$ cat src/rtl/rsa_pkg.sv
// Shared types for the rsa_unit job controller: FSM state encoding and owner IDs.
package rsa_pkg;

   typedef enum logic [2:0] {
      ST_IDLE = 3'd0,
      ST_CLR  = 3'd1,
      ST_RUN  = 3'd2,
      ST_DONE = 3'd3,
      ST_REL  = 3'd4
   } rsa_state_t;

   localparam logic OWNER_GPIO = 1'b0;
   localparam logic OWNER_SPI  = 1'b1;

endpackage

$ cat src/rtl/rsa_rr_arbiter.sv
// Two-way round-robin winner select between the GPIO and SPI requesters (combinational).
module rsa_rr_arbiter
   import rsa_pkg::*;
(
   input  logic gpio_req,
   input  logic spi_req,
   input  logic last_owner,
   output logic valid,
   output logic winner
);

   always_comb begin
      valid  = gpio_req | spi_req;
      winner = OWNER_GPIO;
      if (gpio_req && spi_req)
         winner = (last_owner == OWNER_GPIO) ? OWNER_SPI : OWNER_GPIO;
      else if (spi_req)
         winner = OWNER_SPI;
   end

endmodule

$ cat src/rtl/rsa_job_ctrl.sv
// Shares one rsa_unit between GPIO and SPI: arbitrate, reset/enable the core, capture result.
// Optional RSA_TIMEOUT_EN compiles in a RUN-state watchdog that aborts with a sticky error.
//
// state | meaning
// IDLE  | core held in reset, waiting for a request
// CLR   | owner granted, core enabled but still in reset
// RUN   | core running, waiting for rsa_eoc
// DONE  | result captured, done pulse
// REL   | core back in reset, grant held until owner drops its request
module rsa_job_ctrl
   import rsa_pkg::*;
#(
   parameter int unsigned DATA_W      = 8,
   parameter int unsigned TIMEOUT_W   = 12,
   parameter int unsigned TIMEOUT_CYC = 4095
) (
   input  logic              clk,
   input  logic              rstb,
   input  logic              ena,
   input  logic              gpio_req,
   input  logic              spi_req,
   input  logic              abort,
   output logic              gpio_grant,
   output logic              spi_grant,
   output logic              rsa_rst_n,
   output logic              rsa_en,
   input  logic              rsa_eoc,
   input  logic [DATA_W-1:0] rsa_result,
   output logic [DATA_W-1:0] result,
   output logic              done,
   output logic              done_owner,
   output logic              busy,
   output logic              error
);

   if (TIMEOUT_CYC < 1 || TIMEOUT_CYC >= (64'd1 << TIMEOUT_W)) begin : g_bad_timeout
      $error("rsa_job_ctrl: TIMEOUT_CYC must be in [1, 2**TIMEOUT_W)");
   end

   rsa_state_t state;
   logic       last_owner;
   logic       arb_valid;
   logic       arb_winner;
   logic       owner_req;

   rsa_rr_arbiter u_arb (
      .gpio_req   (gpio_req),
      .spi_req    (spi_req),
      .last_owner (last_owner),
      .valid      (arb_valid),
      .winner     (arb_winner)
   );

   assign owner_req = (done_owner == OWNER_SPI) ? spi_req : gpio_req;

`ifdef RSA_TIMEOUT_EN
   logic [TIMEOUT_W-1:0] wdog;
   logic                 error_q;
   logic                 wdog_tc;

   assign wdog_tc = (wdog == TIMEOUT_W'(TIMEOUT_CYC - 1));
   assign error   = error_q;
`else
   assign error = 1'b0;
`endif

   always_ff @(posedge clk) begin
      if (!rstb) begin
         state      <= ST_IDLE;
         last_owner <= OWNER_SPI;
         gpio_grant <= 1'b0;
         spi_grant  <= 1'b0;
         rsa_rst_n  <= 1'b0;
         rsa_en     <= 1'b0;
         result     <= '0;
         done       <= 1'b0;
         done_owner <= OWNER_GPIO;
         busy       <= 1'b0;
`ifdef RSA_TIMEOUT_EN
         wdog       <= '0;
         error_q    <= 1'b0;
`endif
      end else if (ena) begin
         case (state)
            ST_IDLE: begin
               if (arb_valid) begin
                  state      <= ST_CLR;
                  gpio_grant <= (arb_winner == OWNER_GPIO);
                  spi_grant  <= (arb_winner == OWNER_SPI);
                  done_owner <= arb_winner;
                  busy       <= 1'b1;
                  rsa_en     <= 1'b1;
                  rsa_rst_n  <= 1'b0;
`ifdef RSA_TIMEOUT_EN
                  error_q    <= 1'b0;
                  wdog       <= '0;
`endif
               end
            end
            ST_CLR: begin
               if (abort) begin
                  state      <= ST_REL;
                  rsa_en     <= 1'b0;
                  last_owner <= done_owner;
               end else begin
                  state     <= ST_RUN;
                  rsa_rst_n <= 1'b1;
               end
            end
            ST_RUN: begin
               // Priority: abort, then eoc, then watchdog expiry.
               if (abort) begin
                  state      <= ST_REL;
                  rsa_en     <= 1'b0;
                  rsa_rst_n  <= 1'b0;
                  last_owner <= done_owner;
               end else if (rsa_eoc) begin
                  state  <= ST_DONE;
                  result <= rsa_result;
                  done   <= 1'b1;
                  rsa_en <= 1'b0;
`ifdef RSA_TIMEOUT_EN
               end else if (wdog_tc) begin
                  state      <= ST_REL;
                  error_q    <= 1'b1;
                  rsa_en     <= 1'b0;
                  rsa_rst_n  <= 1'b0;
                  last_owner <= done_owner;
               end else begin
                  wdog <= wdog + 1'b1;
`endif
               end
            end
            ST_DONE: begin
               state      <= ST_REL;
               done       <= 1'b0;
               rsa_rst_n  <= 1'b0;
               last_owner <= done_owner;
            end
            ST_REL: begin
               if (!owner_req) begin
                  state      <= ST_IDLE;
                  gpio_grant <= 1'b0;
                  spi_grant  <= 1'b0;
                  busy       <= 1'b0;
               end
            end
            default: begin
               state      <= ST_IDLE;
               gpio_grant <= 1'b0;
               spi_grant  <= 1'b0;
               rsa_rst_n  <= 1'b0;
               rsa_en     <= 1'b0;
               done       <= 1'b0;
               busy       <= 1'b0;
            end
         endcase
      end
   end

endmodule
$ cat config.mk
export PLATFORM = sky130hd
export DESIGN_NAME = rsa_job_ctrl
export DESIGN_NICKNAME = d
export VERILOG_FILES = /design/src/rtl/rsa_pkg.sv /design/src/rtl/rsa_rr_arbiter.sv /design/src/rtl/rsa_job_ctrl.sv
export SDC_FILE = /design/constraint.sdc
export NUM_CORES = 1
export LEC_CHECK = 0
export CAP_MARGIN = 40
export CORE_MARGIN = 2
export CORE_UTILIZATION = 40
export DETAILED_ROUTE_END_ITERATION = 8
export DONT_BUFFER_PORTS = 1
export GPL_ROUTABILITY_DRIVEN = 0
export MAX_ROUTING_LAYER = met4
export SLEW_MARGIN = 40
export SYNTH_ARGS = -nofsm -noshare
export SYNTH_HDL_FRONTEND = slang
export SYNTH_HIERARCHICAL = 1
export SYNTH_SLANG_ARGS = --single-unit
$ cat constraint.sdc
create_clock -name clk -period 1.3 [get_ports clk]
set_input_delay 0.325 -clock clk [delete_from_list [all_inputs] [get_ports clk]]
set_output_delay 0.325 -clock clk [all_outputs]
set_load 0.01 [all_outputs]
==> flow_summary.toml <==
[pwr]
p_total_mw = 1.08
ir_drop_mv = 0.594
leakage_nw = 0.392
powerDensity_nw_per_um2 = 1010

[clock_tree]
cts_tree = "built"
cts-htree-levels = 1
clk_pin_slew_worst_paths_ps = 110
cts_num_sinks = 19
cts_buffers = 3
ctsHoldBuffers = 0
clk_path_buf_depth = 2
clock-root-buffer = "clkbuf_4"
clkLatencyLatePin_ps = 290

[floorplan]
die_area_um2 = 2770
top_level_ports = 31
start_util_pct = 42.4
die_x_um = 52.6
rows = 17
core-area_um2 = 2230
fp.dieH_um = 52.6

[worst_setup_path]
worstSetupStartpointType = "flip-flop"
timing.rr.start = "state[0]"
regToRegSetupSlack_ps = 50
cp.required_ps = 1480
cp.arrival_ps = 1430
critPathKind = "flip-flop to flip-flop"
critPathMaxFanout = 8
reg2reg_to = "result[7]"
critPathCaptureType = "flip-flop"
rr_worst_depth = 5

[logic_synthesis]
synthTopCellsByArea = "dfxtp_1, mux2i_1, nor2_1"
synthTopCellsByCount = "dfxtp_1, nor2_1, mux2i_1"
avgSynthCellArea_um2 = 8.68
synth_cell_types = 32
yosysSeqAreaShare_pct = 40.2
ys_warn_count = 6
synth_edf_count = 0
synth_top_area_share_pct = 40.2
yosysMostFrequentCell = "dfxtp_1"
syn_area_um2 = 946
synth-async-reset-ratio_pct = 0
synth_cells = 109
syn_nets = 124
ys_ff_latch = 19
ys.flop_type = "dfxtp_1"
yosysTopAreaCell = "dfxtp_1"

[hold_path]
hold_class = "input port to flip-flop"
worstHoldStart = "ena"
hold-path-endpoint = "done"
hold_path_depth = 1

[placed_design]
place_ws_ps = -7.67
numPortBuffers = 0
placedCellCount = 139
place_hpwl_um = 1430

[grt]
grt.overflow.total = 0
grt_pass1_wl_um = 3150
gr-usage-all-layers_pct = 16.1
antenna_found_initial = 0
grt_max_degree = 17
first_global_vias = 712

[drt]
drt_iter0_markers = 6
wl_per_cell_um = 13.6
vias_per_cell = 5.30
drt-total-wl_um = 1950
drc = 0
dr.pass1.iters = 4
vias = 758
drtAntennaViolNets = 0

[final_layout]
stdcell_count = 143
area_delta_synth_final_pct = 13.0
seq_area_um2 = 382
drive_gt1_share_pct = 17.4
diodes = 0
layout.filler_cells = 240
finalNetCount = 131
multi_input_area_um2 = 533

[sta]
finalSetupViolCount = 0
finalCritPeriodShare_pct = 96.3
timing.fmax_ghz = 0.799
hold_violations = 0
slew_violations = 0
min_period_ps = 1250
skew_ps = 6.04
setup_ws_ps = 47.7
rsz0062_at_grt = "true"

[run]
cap_violations = 0

[outcome]
status = "finished, final reports clean"
## stage by stage
step	setup TNS, ps	hold slack [ps]	instance area [um2]	utilization (%)
after floorplan	-765	397	946	-
final	0	101	1070	47.8
after global routing	-238	88.9	1070	47.8
after detailed placement	-7.67	404	1020	45.8
after global placement	0	408	1020	45.8
after CTS	-0.0350	93.0	1050	47.2
## cell families (layout without fill, tap and decap cells)
family,after synthesis,count (layout),synth area share (%)
buffers and inverters,9,15,4.89
adder cells (fa/ha/maj),2,2,2.12
AND/OR/NAND/NOR,40,40,23.4
AO/OA/AOI/OAI,27,27,17.3
other,1,1,0.396
multiplexers,11,11,11.6
flip-flops,19,19,40.2
## where the power goes
group,total (mW),switching [mW],internal [mW]
combinational,0.151,0.0770,0.0738
sequential,0.632,0.0259,0.606
clock,0.299,0.185,0.114
total,1.08,0.288,0.794
## timing repair
| item | 4_1_cts | 5_1_grt |
|---|---|---|
| gates cloned | 0 | 0 |
| gates resized for setup | 2 | 6 |
| buffers inserted | 0 | 0 |
| endpoints found under the setup margin | 5 | 13 |
| pin swaps | 0 | 1 |
## routing by layer
| metal | vias to the layer above | part of all wire [%] | global-route usage [%] |
|---|---|---|---|
| met5 | - | 0 | - |
| met4 | 0 | 1.0 | 7.69 |
| met3 | 2 | 6.7 | 4.86 |
| met2 | 19 | 44 | 22.1 |
| met1 | 343 | 48 | 21.5 |
| li1 | 394 | - | - |
## worst max path at each step
stage	from	to	slack, ps
2_1_floorplan	state[0]	result[0]	-100
3_3_place_gp	state[0]	result[0]	40
3_5_place_dp	state[0]	result[2]	-8
4_1_cts	state[0]	result[2]	-0.03
5_1_grt	state[0]	result[7]	-50
6_report	state[0]	result[7]	50
## critical path, stage by stage (launching register included)
cell,delay [ps]
dfxtp_1,320
nand2b_4,150
nor4_4,210
buf_6,190
mux2i_2,210
nor2_1,50
## final cells by class
type | count | share of cell area (%)
Multi-Input combinational cell | 81 | 49.9
Sequential cell | 19 | 35.7
Timing Repair Buffer | 9 | 7.85
Tap cell | 28 | 3.28
Clock buffer | 3 | 2.11
Inverter | 2 | 0.703
Clock inverter | 1 | 0.468
## layout by cell type (no fill, tap or decap), drive strengths merged
cell type and n:
dfxtp 19, nor2 12, mux2i 11, nand2 9
buf 9, a21oi 8, o21ai 7, nand3 4
nor2b 4, nand2b 4, clkbuf 3, o31ai 2
inv 2, maj3 2, o21a 2, o22ai 2
a21boi 2, nand3b 2, a31oi 1, nor4 1
and4 1, or3b 1, a32oi 1, a21o 1
a2111oi 1, nor3 1, conb 1, clkinv 1
or2 1
## sequential cells by signal, indices dropped and copies added, names as in the netlist
register / count
rsa_en: 1
state: 3
done: 1
result: 8
last_owner: 1
done_owner: 1
rsa_rst_n: 1
gpio_grant: 1
spi_grant: 1
busy: 1
Power figures use the tool's default switching activity.
